$ cat src/rtl/output_unit_fifo.sv
// output_unit_fifo: buffered CU output port with four-phase write handshake, FIFO and rate-limited display drain
// Ports: clk/rst_b (async active-low); out_req/out_data/out_fmt/out_ack form the CU handshake;
// flush clears the FIFO; disp_valid/disp_data/disp_fmt present popped entries;
// fifo_count/full/empty report occupancy; total_out counts emitted values.
// Build option: define OUTPUT_UNIT_DISPLAY_EN to print each popped value in simulation.
module output_unit_fifo #(
  parameter int DW        = 16,
  parameter int DEPTH     = 4,
  parameter int AW        = $clog2(DEPTH),
  parameter int DRAIN_DIV = 4
) (
  input  logic          clk,
  input  logic          rst_b,
  input  logic          out_req,
  input  logic [DW-1:0] out_data,
  input  logic [1:0]    out_fmt,
  output logic          out_ack,
  input  logic          flush,
  output logic          disp_valid,
  output logic [DW-1:0] disp_data,
  output logic [1:0]    disp_fmt,
  output logic [AW:0]   fifo_count,
  output logic          full,
  output logic          empty,
  output logic [15:0]   total_out
);
  localparam int CW = DRAIN_DIV > 1 ? $clog2(DRAIN_DIV) : 1;
  typedef enum logic {IDLE, ACK} state_t;
  state_t        state_q, state_d;
  logic [DW+1:0] mem_q [DEPTH];
  logic [AW-1:0] wr_ptr_q, wr_ptr_d, rd_ptr_q, rd_ptr_d;
  logic [AW:0]   count_q, count_d;
  logic [CW-1:0] div_q, div_d;
  logic          valid_q, valid_d;
  logic [DW+1:0] head_q, head_d;
  logic [15:0]   total_q, total_d;
  logic          accept, push, pop;
  assign full   = count_q == (AW+1)'(DEPTH);
  assign empty  = count_q == '0;
  // a flush still lets the handshake complete, it only drops the data
  assign accept = state_q == IDLE && out_req && !full;
  assign push   = accept && !flush;
  assign pop    = !empty && div_q == '0 && !flush;
  always_comb begin
    state_d  = state_q == IDLE ? (accept ? ACK : IDLE) : (out_req ? ACK : IDLE);
    wr_ptr_d = flush ? '0 : wr_ptr_q + AW'(push);
    rd_ptr_d = flush ? '0 : rd_ptr_q + AW'(pop);
    count_d  = flush ? '0 : count_q + (AW+1)'(push) - (AW+1)'(pop);
    div_d    = flush ? '0 : pop ? CW'(DRAIN_DIV - 1) : div_q - CW'(div_q != '0);
    valid_d  = pop;
    head_d   = pop ? mem_q[rd_ptr_q] : head_q;
    total_d  = total_q + 16'(pop);
  end
  always_ff @(posedge clk or negedge rst_b) begin
    if (!rst_b) begin
      state_q  <= IDLE;
      wr_ptr_q <= '0;
      rd_ptr_q <= '0;
      count_q  <= '0;
      div_q    <= '0;
      valid_q  <= 1'b0;
      head_q   <= '0;
      total_q  <= '0;
    end else begin
      state_q  <= state_d;
      wr_ptr_q <= wr_ptr_d;
      rd_ptr_q <= rd_ptr_d;
      count_q  <= count_d;
      div_q    <= div_d;
      valid_q  <= valid_d;
      head_q   <= head_d;
      total_q  <= total_d;
    end
  end
  always_ff @(posedge clk)
    if (push) mem_q[wr_ptr_q] <= {out_fmt, out_data};
  assign out_ack    = state_q == ACK;
  assign disp_valid = valid_q;
  assign disp_fmt   = head_q[DW+1:DW];
  assign disp_data  = head_q[DW-1:0];
  assign fifo_count = count_q;
  assign total_out  = total_q;
`ifdef OUTPUT_UNIT_DISPLAY_EN
  always_ff @(posedge clk)
    if (rst_b && pop)
      case (head_d[DW+1:DW])
        2'd0:    $display("[OUTPUT_UNIT] OUT> %0d", head_d[DW-1:0]);
        2'd1:    $display("[OUTPUT_UNIT] OUT> %0d", $signed(head_d[DW-1:0]));
        2'd2:    $display("[OUTPUT_UNIT] OUT> 0x%h", head_d[DW-1:0]);
        default: $display("[OUTPUT_UNIT] OUT> 0b%b", head_d[DW-1:0]);
      endcase
`else
`endif
endmodule

$ cat config.mk
export PLATFORM = sky130hd
export DESIGN_NAME = output_unit_fifo
export DESIGN_NICKNAME = d
export VERILOG_FILES = /design/src/rtl/output_unit_fifo.sv
export SDC_FILE = /design/constraint.sdc
export NUM_CORES = 1
export LEC_CHECK = 0
export ABC_AREA = 1
export ABC_CLOCK_PERIOD_IN_PS = 2150
export BUFFER_PORTS_ARGS = -buffer_cell sky130_fd_sc_hd__buf_2
export CELL_PAD_IN_SITES_DETAIL_PLACEMENT = 1
export CELL_PAD_IN_SITES_GLOBAL_PLACEMENT = 2
export CORE_ASPECT_RATIO = 1.25
export CORE_MARGIN = 10
export CORE_UTILIZATION = 33
export DETAILED_ROUTE_END_ITERATION = 8
export PLACE_DENSITY = 0.85
export SKIP_CTS_REPAIR_TIMING = 1
export SYNTH_ARGS = -nofsm -noshare
export SYNTH_HDL_FRONTEND = slang
export SYNTH_SLANG_ARGS = --single-unit
$ cat constraint.sdc
create_clock -name clk -period 2.15 [get_ports clk]
set_clock_uncertainty 0.15 [all_clocks]
set_input_delay 0.3225 -clock clk [delete_from_list [all_inputs] [get_ports clk]]
set_output_delay 0.3225 -clock clk [all_outputs]
set_load 0.01 [all_outputs]
# Yosys cells after proc, flatten, opt, wreduce, memory -nomap -nowiden
# Memories as Yosys holds them, arrays and structs flattened. A register that Yosys moved wholly into a read port is not among the register bits.
# Cells that the tools add are included.
# word_totals
regBits	27
out_inout_bits	41
mem_count	1
elab_cells	38
ramBits	72
input_bits	22
# op_classes
addsub	6
bitwise	1
n_reduce_logical	12
n_mux	10
eq_ne	1
# memory_table
name	words	width	read_ports	rd_clocked_by_memory_dff	write_ports	line_no	rtl
mem_q	4	18	1	1	1	30	logic [DW+1:0] mem_q [DEPTH];
# ops
operator	n
$add 16x1->16	1
$mux 2	4
$logic_and 1x1->1	5
$mux 1	5
$add 2x1->2	2
$logic_not 1->1	4
$add 3x1->3	1
$eq 3x3->1 const B	1
$logic_not 3->1	1
$mux 3	1
$sub 3x1->3	1
$logic_not 2->1	1
$reduce_bool 2->1	1
$sub 2x1->2	1
$not 1->1	1

# Logic depth before layout (Yosys ltp)
# Gate-level depths: netlist (run 1).
# depth
depth_word	7
depth_mapped	13
mapped_depth_nobuf	12

# Worst setup path after synthesis (run 1)
# OpenSTA, ideal clock, no wires.
# synth_path
kind	reg2reg
start	reg count_q[1], in the netlist fifo_count[1]
end	mem mem_q[0][0] in the netlist's numbering, enable pin
t_arrival_ps	1671
n_path_buf	0
synth_period_minus_slack_ps	2214
stages_incl_launch_ff	5
setup_slack_ps	-64
setup_time_ps	393
cell_sequence	dfrtp_1 > inv_1 > nand3_1 > nand4_1 > nor2_1
# synth_between
elab_chain_len	6
# synth_rtl
element	line_no	rtl
from (decl)	32	logic [AW:0] count_q, count_d;
from (signal assigned)	68	count_q <= count_d;
$eq 3x3->1	38	assign full = count_q == (AW+1)'(DEPTH);
$logic_not 1->1	41	assign accept = state_q == IDLE && out_req && !full;
$logic_and 1x1->1	41	
$logic_and 1x1->1	42	assign push = accept && !flush;
$mux 1	76	if (push) mem_q[wr_ptr_q] <= {out_fmt, out_data};
$mux 1 (not written as such)	76	
to (decl)	30	
# Every way passes these cells.

# Worst setup path in the final report (run 1)
# layout_path
start	reg count_q[1], in the netlist fifo_count[1]
end	reg count_q[1], in the netlist fifo_count[1]
# layout_between
elab_chain_len	7
word_cells_on_any_way	11
cone_classes	2 x add/sub; 1 x eq/ne; 1 x mux; 7 x reduce/logical
# layout_rtl
element	line_no	rtl
$eq 3x3->1	38	
$logic_not 1->1	41	
$logic_and 1x1->1	41	
$logic_and 1x1->1	42	
$add 3x1->3	48	count_d = flush ? '0 : count_q + (AW+1)'(push) - (AW+1)'(pop);
$sub 3x1->3 (*)	48	
$mux 3 (*)	48	
named net count_d[1]	32	
# Mark *: on every way through the listed nets, which the timed path passes. The rest lies on a longest branch.

==> flow_summary.toml, run 1 <==
[detailed_routing]
drc = 0
wl_um = 12830
drt_pass1_iterations = 4
vias_per_cell = 4.605
wire_per_inst_um = 15.72
drt_first_iter_violations = 162
ant_nets = 0
num_vias = 3758

[clock_network]
numCtsBuffers = 17
htree_levels = 4
cts.sinks = 117
cts_root_buf = "clkbuf_16"
cts_tree = "done"
clk_pin_slew_ns = 0.06
cts_buffer_depth = 2
clk_latency_ns = 0.41

[global_routing]
grt_first_pass_wirelength_um = 20310
grt_pass1_vias = 4085
grt_max_degree = 43
grt_util_all_layers_pct = 12.97
gr-total-overflow = 0
antenna_found_initial = 0

[floorplan]
ios = 63
core-area_um2 = 14950
dieArea_um2 = 20540
core.rowCount = 50
start_util_pct = 33.50
die_h_um = 157.7
dieWidth_um = 130.2

[cells_and_area]
drive_gt1_share_pct = 21.61
fin_util_pct = 43.54
antenna_cells = 0
instances_no_fill = 816
area_delta_synth_final_pct = 29.98
fin_nets = 651

[pwr]
ir_drop_uv = 511.2
p_comb_share_pct = 24.6
pwr-share-clk_pct = 35.9
p_int_mw = 5.060
power_mw = 7.540
leakage_nw = 2.991
swShare_pct = 32.89
p_per_area_nw_per_um2 = 1158
switchingPower_mw = 2.480
power_frac_seq_pct = 39.6

[worst_setup_path]
cp.arrival_ns = 2.21
startpoint_type = "register"
setup.worst_path.class = "register to register"
crit_start = "fifo_count[1]$_DFF_PN0_"
rr_startpoint = "fifo_count[1]$_DFF_PN0_"
required_ns = 2.28
cp_max_fo = 3
cp-end-kind = "register"

[timing]
hold_violations = 0
fin_ws_ns = 0.06912
finalCriticalPeriod_ns = 2.081
period_share_pct = 96.78
tightestPinTransition_ns = 0.5592
finalMaxSlewViolations = 0
tns_ns = 0
finalSetupViolations = 0
slew_headroom_pct = 62.72
fmax_mhz = 480.6

[logic_synthesis]
ys_seq_elements = 117
syn_avg_cell_area_um2 = 9.763
synth_area_leaders = "edfxtp_1, dfrtp_1, nand2_1"
syn_area_um2 = 5009
synthCells = 513
synth_seq_area_share_pct = 65.65
synth_top_area_share_pct = 43.17
ys_warn_count = 0
synth_nets = 543
yosys.area.top_type = "edfxtp_1"
synth_cell_type_count = 23

[placement]
post-place-ws_ns = 0.03509
post-place-cells = 754
gp_congestion = 0.7695
place_hpwl_um = 8400
io_buffers = 62

[job]
max-cap-violations = 0

[worst_hold_path]
holdCritStartpoint = "flush"
min_path_type = "input pin to register"

[outcome]
outcome = "complete, no violations"
==> layout make-up <==
class | instances | area, um2
Fill cell | 1668 | 8442
Sequential cell | 117 | 3291
Multi-Input combinational cell | 317 | 1425
Timing Repair Buffer | 104 | 750.7
Clock buffer | 17 | 425.4
Inverter | 64 | 245.2
Tap cell | 182 | 227.7
Clock inverter | 15 | 145.1
==> cell families after synthesis <==
logic type | share of synthesized area, %
AND/OR/NAND/NOR | 22.73
flip-flops | 65.65
buffers and inverters | 6.895
XOR/XNOR | 1.749
adder cells (fa/ha/maj) | 2.148
AO/OA/AOI/OAI | 0.8244
==> routing by layer <==
metal | GRT usage (%) | vias up | share of wire, %
li1 | - | 1806 | -
met1 | 12.30 | 1872 | 37
met2 | 25.11 | 62 | 58
met3 | 3.481 | 18 | 3.9
met4 | 5.687 | 0 | 1.7
met5 | 0 | - | 0
==> per-stage QoR <==
step | area [um2] | hold slack [ns]
2_1_floorplan | 5012 | -0.1231
3_3_place_gp | 5622 | 0.09070
3_5_place_dp | 5622 | 0.09853
4_1_cts | 6192 | -0.3386
5_1_grt | 6510 | 0.04972
6_report | 6510 | 0.03599
==> Yosys cell counts <==
master    count
nand2_1     180
nor2_1       94
edfxtp_1     72
inv_1        62
dfrtp_1      45
buf_2         9
nand3_1       8
ha_1          7
nand4_1       6
xor2_1        6
o21ai_0       4
xnor2_1       4
buf_6         3
inv_2         2
nand3_2       2
nor2_2        2
a21oi_1       1
a21oi_2       1
buf_4         1
buf_8         1
clkbuf_1      1
fa_1          1
o21a_1        1
==> flip-flops by register name, indices dropped and copies added (netlist names) <==
register	cells
fifo_count	3
wr_ptr_q	2
mem_q	72
out_ack	1
head_q	18
rd_ptr_q	2
total_out	16
div_q	2
disp_valid	1
==> worst max-delay path, cell delays in order, from the launching register on <==
cell and delay (ns):
dfrtp_2 0.42, inv_2 0.09, nand3_2 0.07, nand4_1 0.18
ha_4 0.22, inv_1 0.06, ha_2 0.15, inv_1 0.04
fa_2 0.52, nor2_1 0.05
==> layout by cell type, fill, tap and decap left out, drive strengths merged <==
cell and count:
nand4 6, nor2 96, inv 71, edfxtp 72
o21ai 4, nand2 180, buf 84, clkinvlp 3
ha 7, fa 1, dlygate4sd3 20, a21oi 2
xnor2 4, xor2 6, dfrtp 45, bufinv 1
o21a 1, clkinv 4, clkbuf 17, nand3 10
==> final timing paths <==
check,to,slack [ns],depth (start not counted)
max reg2reg,fifo_count[1]$_DFF_PN0_,0.07,9
min reg2reg,head_q[2]$_DFFE_PN0N_,0.33,2
min,div_q[1]$_DFF_PN0_,0.04,2
max in group asynchronous,fifo_count[1]$_DFF_PN0_,1.11,3
min in group asynchronous,total_out[9]$_DFF_PN0_,0.20,2
max,fifo_count[1]$_DFF_PN0_,0.07,9
==> power groups by stage <==
stage / clock network (mW) / logic (mW) / registers [mW]
2_1_floorplan: 0 / 1.05 / 3.02
3_3_place_gp: 0 / 1.64 / 3.02
3_5_place_dp: 0 / 1.72 / 3.03
4_1_cts: 2.76 / 1.74 / 3.00
5_1_grt: 2.87 / 2.11 / 3.03
6_report: 2.70 / 1.85 / 2.98
No activity file was read; power rests on OpenSTA's default activity.
==> run 2, diff against run 1 <==
ABC_CLOCK_PERIOD_IN_PS = 2300   (was 2150)
CORE_UTILIZATION = 36   (was 33)
GPL_TIMING_DRIVEN = 0   (was unset)
PLACE_DENSITY = 0.87   (was 0.85)
clock period = 2.3 ns   (was 2.15 ns; I/O delays follow)
==> run 2 against run 1 <==
Flip-flop and latch count is the same; final cell count fell by 1.5%; global-route usage up 0.75 points; sequential share of layout area increased by 0.39 points; utilization increased by 3.4 points; setup slack got worse by 0.0018 ns; combinational power increased by 4%; critical path type unchanged.
==> flow_summary.toml, run 2 (synthesized netlist as in run 1, its figures left out) <==
[worst_hold_path]
min_path_type = "input pin to asynchronous set/reset pin"

[outcome]
outcome = "complete, no violations"

[placement]
place_hpwl_um = 9190
gp_congestion = 0.7738
post-place-cells = 753
io_buffers = 61
dpl_cell_area_um2 = 5615

[worst_setup_path]
cp.arrival_ns = 2.37
path_cells = "inv_2 > nand3_4 > nand3_4 > inv_8 > buf_12 > ha_1 > inv_1 > ha_1 > inv_1 > fa_2 > nor2_1"
worst-path-buf-inv = 5
cp_max_fo = 5
cp_top_family = "adder cells"
max_stage_delay_ns = 0.51
cp-end-kind = "register"
cp.depth = 11
r2r_cells = 11
startpoint_type = "register"
setup.worst_path.class = "register to register"
slowest_stage = "fa_2"
required_ns = 2.44

[clock_network]
clk_latency_ns = 0.41
htree_levels = 4
cts_tree = "done"
clk_pin_slew_ns = 0.06
cts_buffer_depth = 2
cts.sinks = 117
numCtsBuffers = 17
cts_root_buf = "clkbuf_16"

[job]
max-cap-violations = 0

[pwr]
power_frac_seq_pct = 37.0
p_per_area_nw_per_um2 = 1134
pwr-share-clk_pct = 36.7
switchingPower_mw = 2.327
leakage_nw = 2.998
ir_drop_uv = 618.3
p_comb_share_pct = 26.3
swShare_pct = 31.76
p_int_mw = 4.998

[timing]
fmax_mhz = 447.9
tightestPinTransition_ns = 1.125
finalCriticalPeriod_ns = 2.233
hold_ws_ns = 0.006364
slew_headroom_pct = 25.00
finalMaxSlewViolations = 0
finalSetupViolations = 0
period_share_pct = 97.07
hold_violations = 0

[floorplan]
core.rowCount = 48
core-area_um2 = 13750
start_util_pct = 36.42
dieWidth_um = 125.5
die_h_um = 151.9
dieArea_um2 = 19060
ios = 63

[cells_and_area]
regMostFlops = "mem_q"
fin_nets = 646
area_delta_synth_final_pct = 28.93
regArea_um2 = 3289
largest_reg_flops = 72
drive_gt1_share_pct = 22.73
final_common_cell = "nand2_1"
instances_no_fill = 804
layout_common_cells = "nand2_1, nor2_1, edfxtp_1"
antenna_cells = 0
multi_input_area_um2 = 1438
n_fill_cell = 1566
finalInstanceArea_um2 = 6457

[detailed_routing]
ant_nets = 0
wl_um = 13320
drc = 0
drt_first_iter_violations = 181
drt_pass1_iterations = 5
num_vias = 3759
wire_per_inst_um = 16.57
vias_per_cell = 4.675

[global_routing]
grt_util_all_layers_pct = 13.72
grt_max_degree = 46
grt_pass1_vias = 4084
grt_first_pass_wirelength_um = 20770
gr-total-overflow = 0
antenna_found_initial = 0
-- run 2: cell count changes in the layout (fill, tap and decap cells not counted), sizes merged --
| cell | change |
|---|---|
| bufinv | +2 |
| inv | -7 |
| buf | +7 |
| clkbuf | +3 |
| clkinvlp | +1 |
| dlygate4sd3 | -13 |
| clkinv | +2 |
-- run 2: path summary, 6_finish.rpt --
path                                         startpoint                 endpoint  slack (ns)
worst min-delay path                              rst_b  total_out[13]$_DFF_PN0_       0.006
min in group clk                            out_data[3]    mem_q[1][3]$_DFFE_PP_        0.01
worst max register to register  fifo_count[2]$_DFF_PN0_  fifo_count[1]$_DFF_PN0_        0.07
worst max-delay path            fifo_count[2]$_DFF_PN0_  fifo_count[1]$_DFF_PN0_        0.07
max in group asynchronous                         rst_b  fifo_count[1]$_DFF_PN0_        1.23
worst min register to register   head_q[12]$_DFFE_PN0N_   head_q[12]$_DFFE_PN0N_        0.32
-- run 2: power groups by stage --
stage          Clock [mW]  Sequential [mW]  Combinational (mW)
6_report             2.69             2.71                1.93
5_1_grt              2.83             2.75                2.17
4_1_cts              2.74             2.70                1.80
3_5_place_dp            0             2.74                1.79
3_3_place_gp            0             2.73                1.71
2_1_floorplan           0             2.82               0.973
-- run 2: area by class of cell --
class,count,share of cell area [%]
buffer,15,1.763
sequential,117,50.94
clock buffer,19,7.014
multi-input combinational,317,22.26
inverter,64,3.875
clock inverter,13,2.422
tap,175,3.391
timing repair buffer,84,8.332
-- run 2: metrics by stage --
step	worst slack, ns	TNS (ns)	utilization [%]	power, mW
5_1_grt	-0.01536	-0.01536	46.95	7.757
3_5_place_dp	-0.2267	-1.752	40.83	4.533
3_3_place_gp	-0.7330	-50.81	40.23	4.446
2_1_floorplan	0.08606	0	-	3.793
6_report	0.06733	0	46.95	7.325
4_1_cts	-0.2550	-2.695	45.26	7.246
-- run 2: per-layer routing --
metal | GRT usage (%) | vias to the layer above | wire, um
met5 | 0 | - | 0
met4 | 4.890 | 0 | 217
met3 | 3.655 | 19 | 611
met2 | 25.49 | 81 | 7328
met1 | 14.35 | 1863 | 5161
li1 | - | 1796 | -
==> run 3, diff against run 2 <==
CORE_UTILIZATION = 38   (was 36)
CTS_BUF_LIST = sky130_fd_sc_hd__clkbuf_4 sky130_fd_sc_hd__clkbuf_8   (was unset)
PLACE_DENSITY = 0.91   (was 0.87)
==> run 3 against run 2 <==
The flow now finishes with violations (negative hold slack, negative setup slack); non-clock buffer count is 14 higher; sequential power hardly changed; die area is 4.5% lower; first-iteration DRC count is 7.2% lower; clock-buffer cell count is 6 higher; flip-flop and latch count stayed put; total power is 9.4% lower; final area is 0.87% lower; clock power is 27% lower.
==> flow_summary.toml, run 3 (synthesized netlist as in run 1, its figures left out) <==
[pwr]
p_comb_share_pct = 29.5
swShare_pct = 33.19
power_frac_seq_pct = 40.9
p_per_area_nw_per_um2 = 1037
ir_drop_uv = 553.6
leakage_nw = 2.991
pwr-share-clk_pct = 29.6
power_mw = 6.637
switchingPower_mw = 2.203
p_int_mw = 4.434

[detailed_routing]
wire_per_inst_um = 16.05
drc = 0
num_vias = 3727
drt_pass1_iterations = 4
drt_first_iter_violations = 168
ant_nets = 0
vias_per_cell = 4.596
wl_um = 13020

[worst_setup_path]
max_stage_delay_ns = 0.56
cp.arrival_ns = 2.47
path_cells = "inv_2 > nand3_2 > nand4_1 > buf_4 > inv_1 > ha_1 > inv_1 > nor2_1 > dlygate4sd3_1"
cp-end-kind = "register"
slowest_stage = "dlygate4sd3_1"
crit_top_cell = "inv_1"
startpoint_type = "register"
cp_max_fo = 5
setup.worst_path.class = "register to register"
required_ns = 2.45

[timing]
hold_ws_ns = -0.05749
finalCriticalPeriod_ns = 2.314
finalSetupViolations = 1
hold_violations = 49
tns_ns = -0.01388
period_share_pct = 100.6
fin_ws_ns = -0.01388
rsz0062_at_grt = "yes"
slew_headroom_pct = 28.76
finalMaxSlewViolations = 0
tightestPinTransition_ns = 1.069
fmax_mhz = 432.2

[floorplan]
core-area_um2 = 12780
start_util_pct = 39.20
core.rowCount = 46
dieArea_um2 = 18200
dieWidth_um = 122.7
ios = 63
die_h_um = 148.4

[global_routing]
gr-total-overflow = 0
antenna_found_initial = 0
grt_first_pass_wirelength_um = 20580
grt_pass1_vias = 4008
grt_util_all_layers_pct = 14.59
grt_max_degree = 46

[clock_network]
cts_tree = "done"
clk_latency_ns = 0.43
cts_root_buf = "clkbuf_8"
cts.sinks = 117
clk_pin_slew_ns = 0.07
numCtsBuffers = 17
cts_buffer_depth = 2
htree_levels = 4

[cells_and_area]
instances_no_fill = 811
antenna_cells = 0
regMostFlops = "mem_q"
layout_common_cells = "nand2_1, nor2_1, edfxtp_1"
fin_util_pct = 50.10
final_common_cell = "nand2_1"
largest_reg_flops = 72
drive_gt1_share_pct = 23.02
area_delta_synth_final_pct = 27.80
finalInstanceArea_um2 = 6401
fin_nets = 660

[placement]
post-place-cells = 746
place_hpwl_um = 8951
io_buffers = 61
dpl_cell_area_um2 = 5619
post-place-ws_ns = -0.2447
gp_congestion = 0.7910

[outcome]
outcome = "complete, but fails checks"
violations = "negative hold slack, negative setup slack"

[job]
max-cap-violations = 0

[worst_hold_path]
min_path_type = "input pin to asynchronous set/reset pin"
==> run 3: cell types whose count changed in the layout (fill, tap and decap cells not counted), sizes merged <==
cell,delta
dlygate4sd3,+12
bufinv,-1
buf,+2
clkbuf,+6
clkinvlp,-3
inv,+3
clkinv,-5
==> run 3: layout make-up <==
class | count | area [um2]
clock buffers | 25 | 331.6
clock inverters | 7 | 91.34
fillers | 1460 | 6376
plain buffers | 15 | 113.9
flip-flops and latches | 117 | 3291
inverters | 64 | 245.2
well taps | 168 | 210.2
repair buffers | 98 | 685.7
multi-input cells | 317 | 1433
==> run 3: power groups by stage <==
stage	clock (mW)	sequential (mW)	combinational, mW
6_report	1.96	2.71	1.96
5_1_grt	2.11	2.75	2.23
4_1_cts	2.00	2.71	1.80
3_5_place_dp	0	2.75	1.79
3_3_place_gp	0	2.74	1.68
2_1_floorplan	0	2.82	0.973
==> run 3: critical path, delay by kind of cell (launching register included) <==
kind                     cells  cell delay (ns)
adder cells (fa/ha/maj)      1             0.28
buffers and inverters        5             0.95
flip-flops                   1             0.43
AND/OR/NAND/NOR              3             0.38
==> run 3: layer usage <==
| layer | up-vias | GRT usage (%) | wire length [um] |
|---|---|---|---|
| li1 | 1819 | - | - |
| met1 | 1813 | 16.16 | 5144 |
| met5 | - | 0 | 0 |
| met2 | 81 | 25.94 | 7046 |
| met3 | 14 | 4.129 | 659 |
| met4 | 0 | 4.900 | 168 |
==> run 3: worst paths after layout <==
check,start,to,slack [ns],cells past startpoint
worst min-delay path,rst_b,total_out[15]$_DFF_PN0_,-0.06,1
worst max-delay path,fifo_count[1]$_DFF_PN0_,wr_ptr_q[0]$_DFF_PN0_,-0.01,9
worst min register to register,head_q[15]$_DFFE_PN0N_,head_q[15]$_DFFE_PN0N_,0.32,2
worst max register to register,fifo_count[1]$_DFF_PN0_,wr_ptr_q[0]$_DFF_PN0_,-0.01,9
min in group clk,flush,fifo_count[1]$_DFF_PN0_,-0.04,2
max in group asynchronous,rst_b,fifo_count[1]$_DFF_PN0_,1.32,1
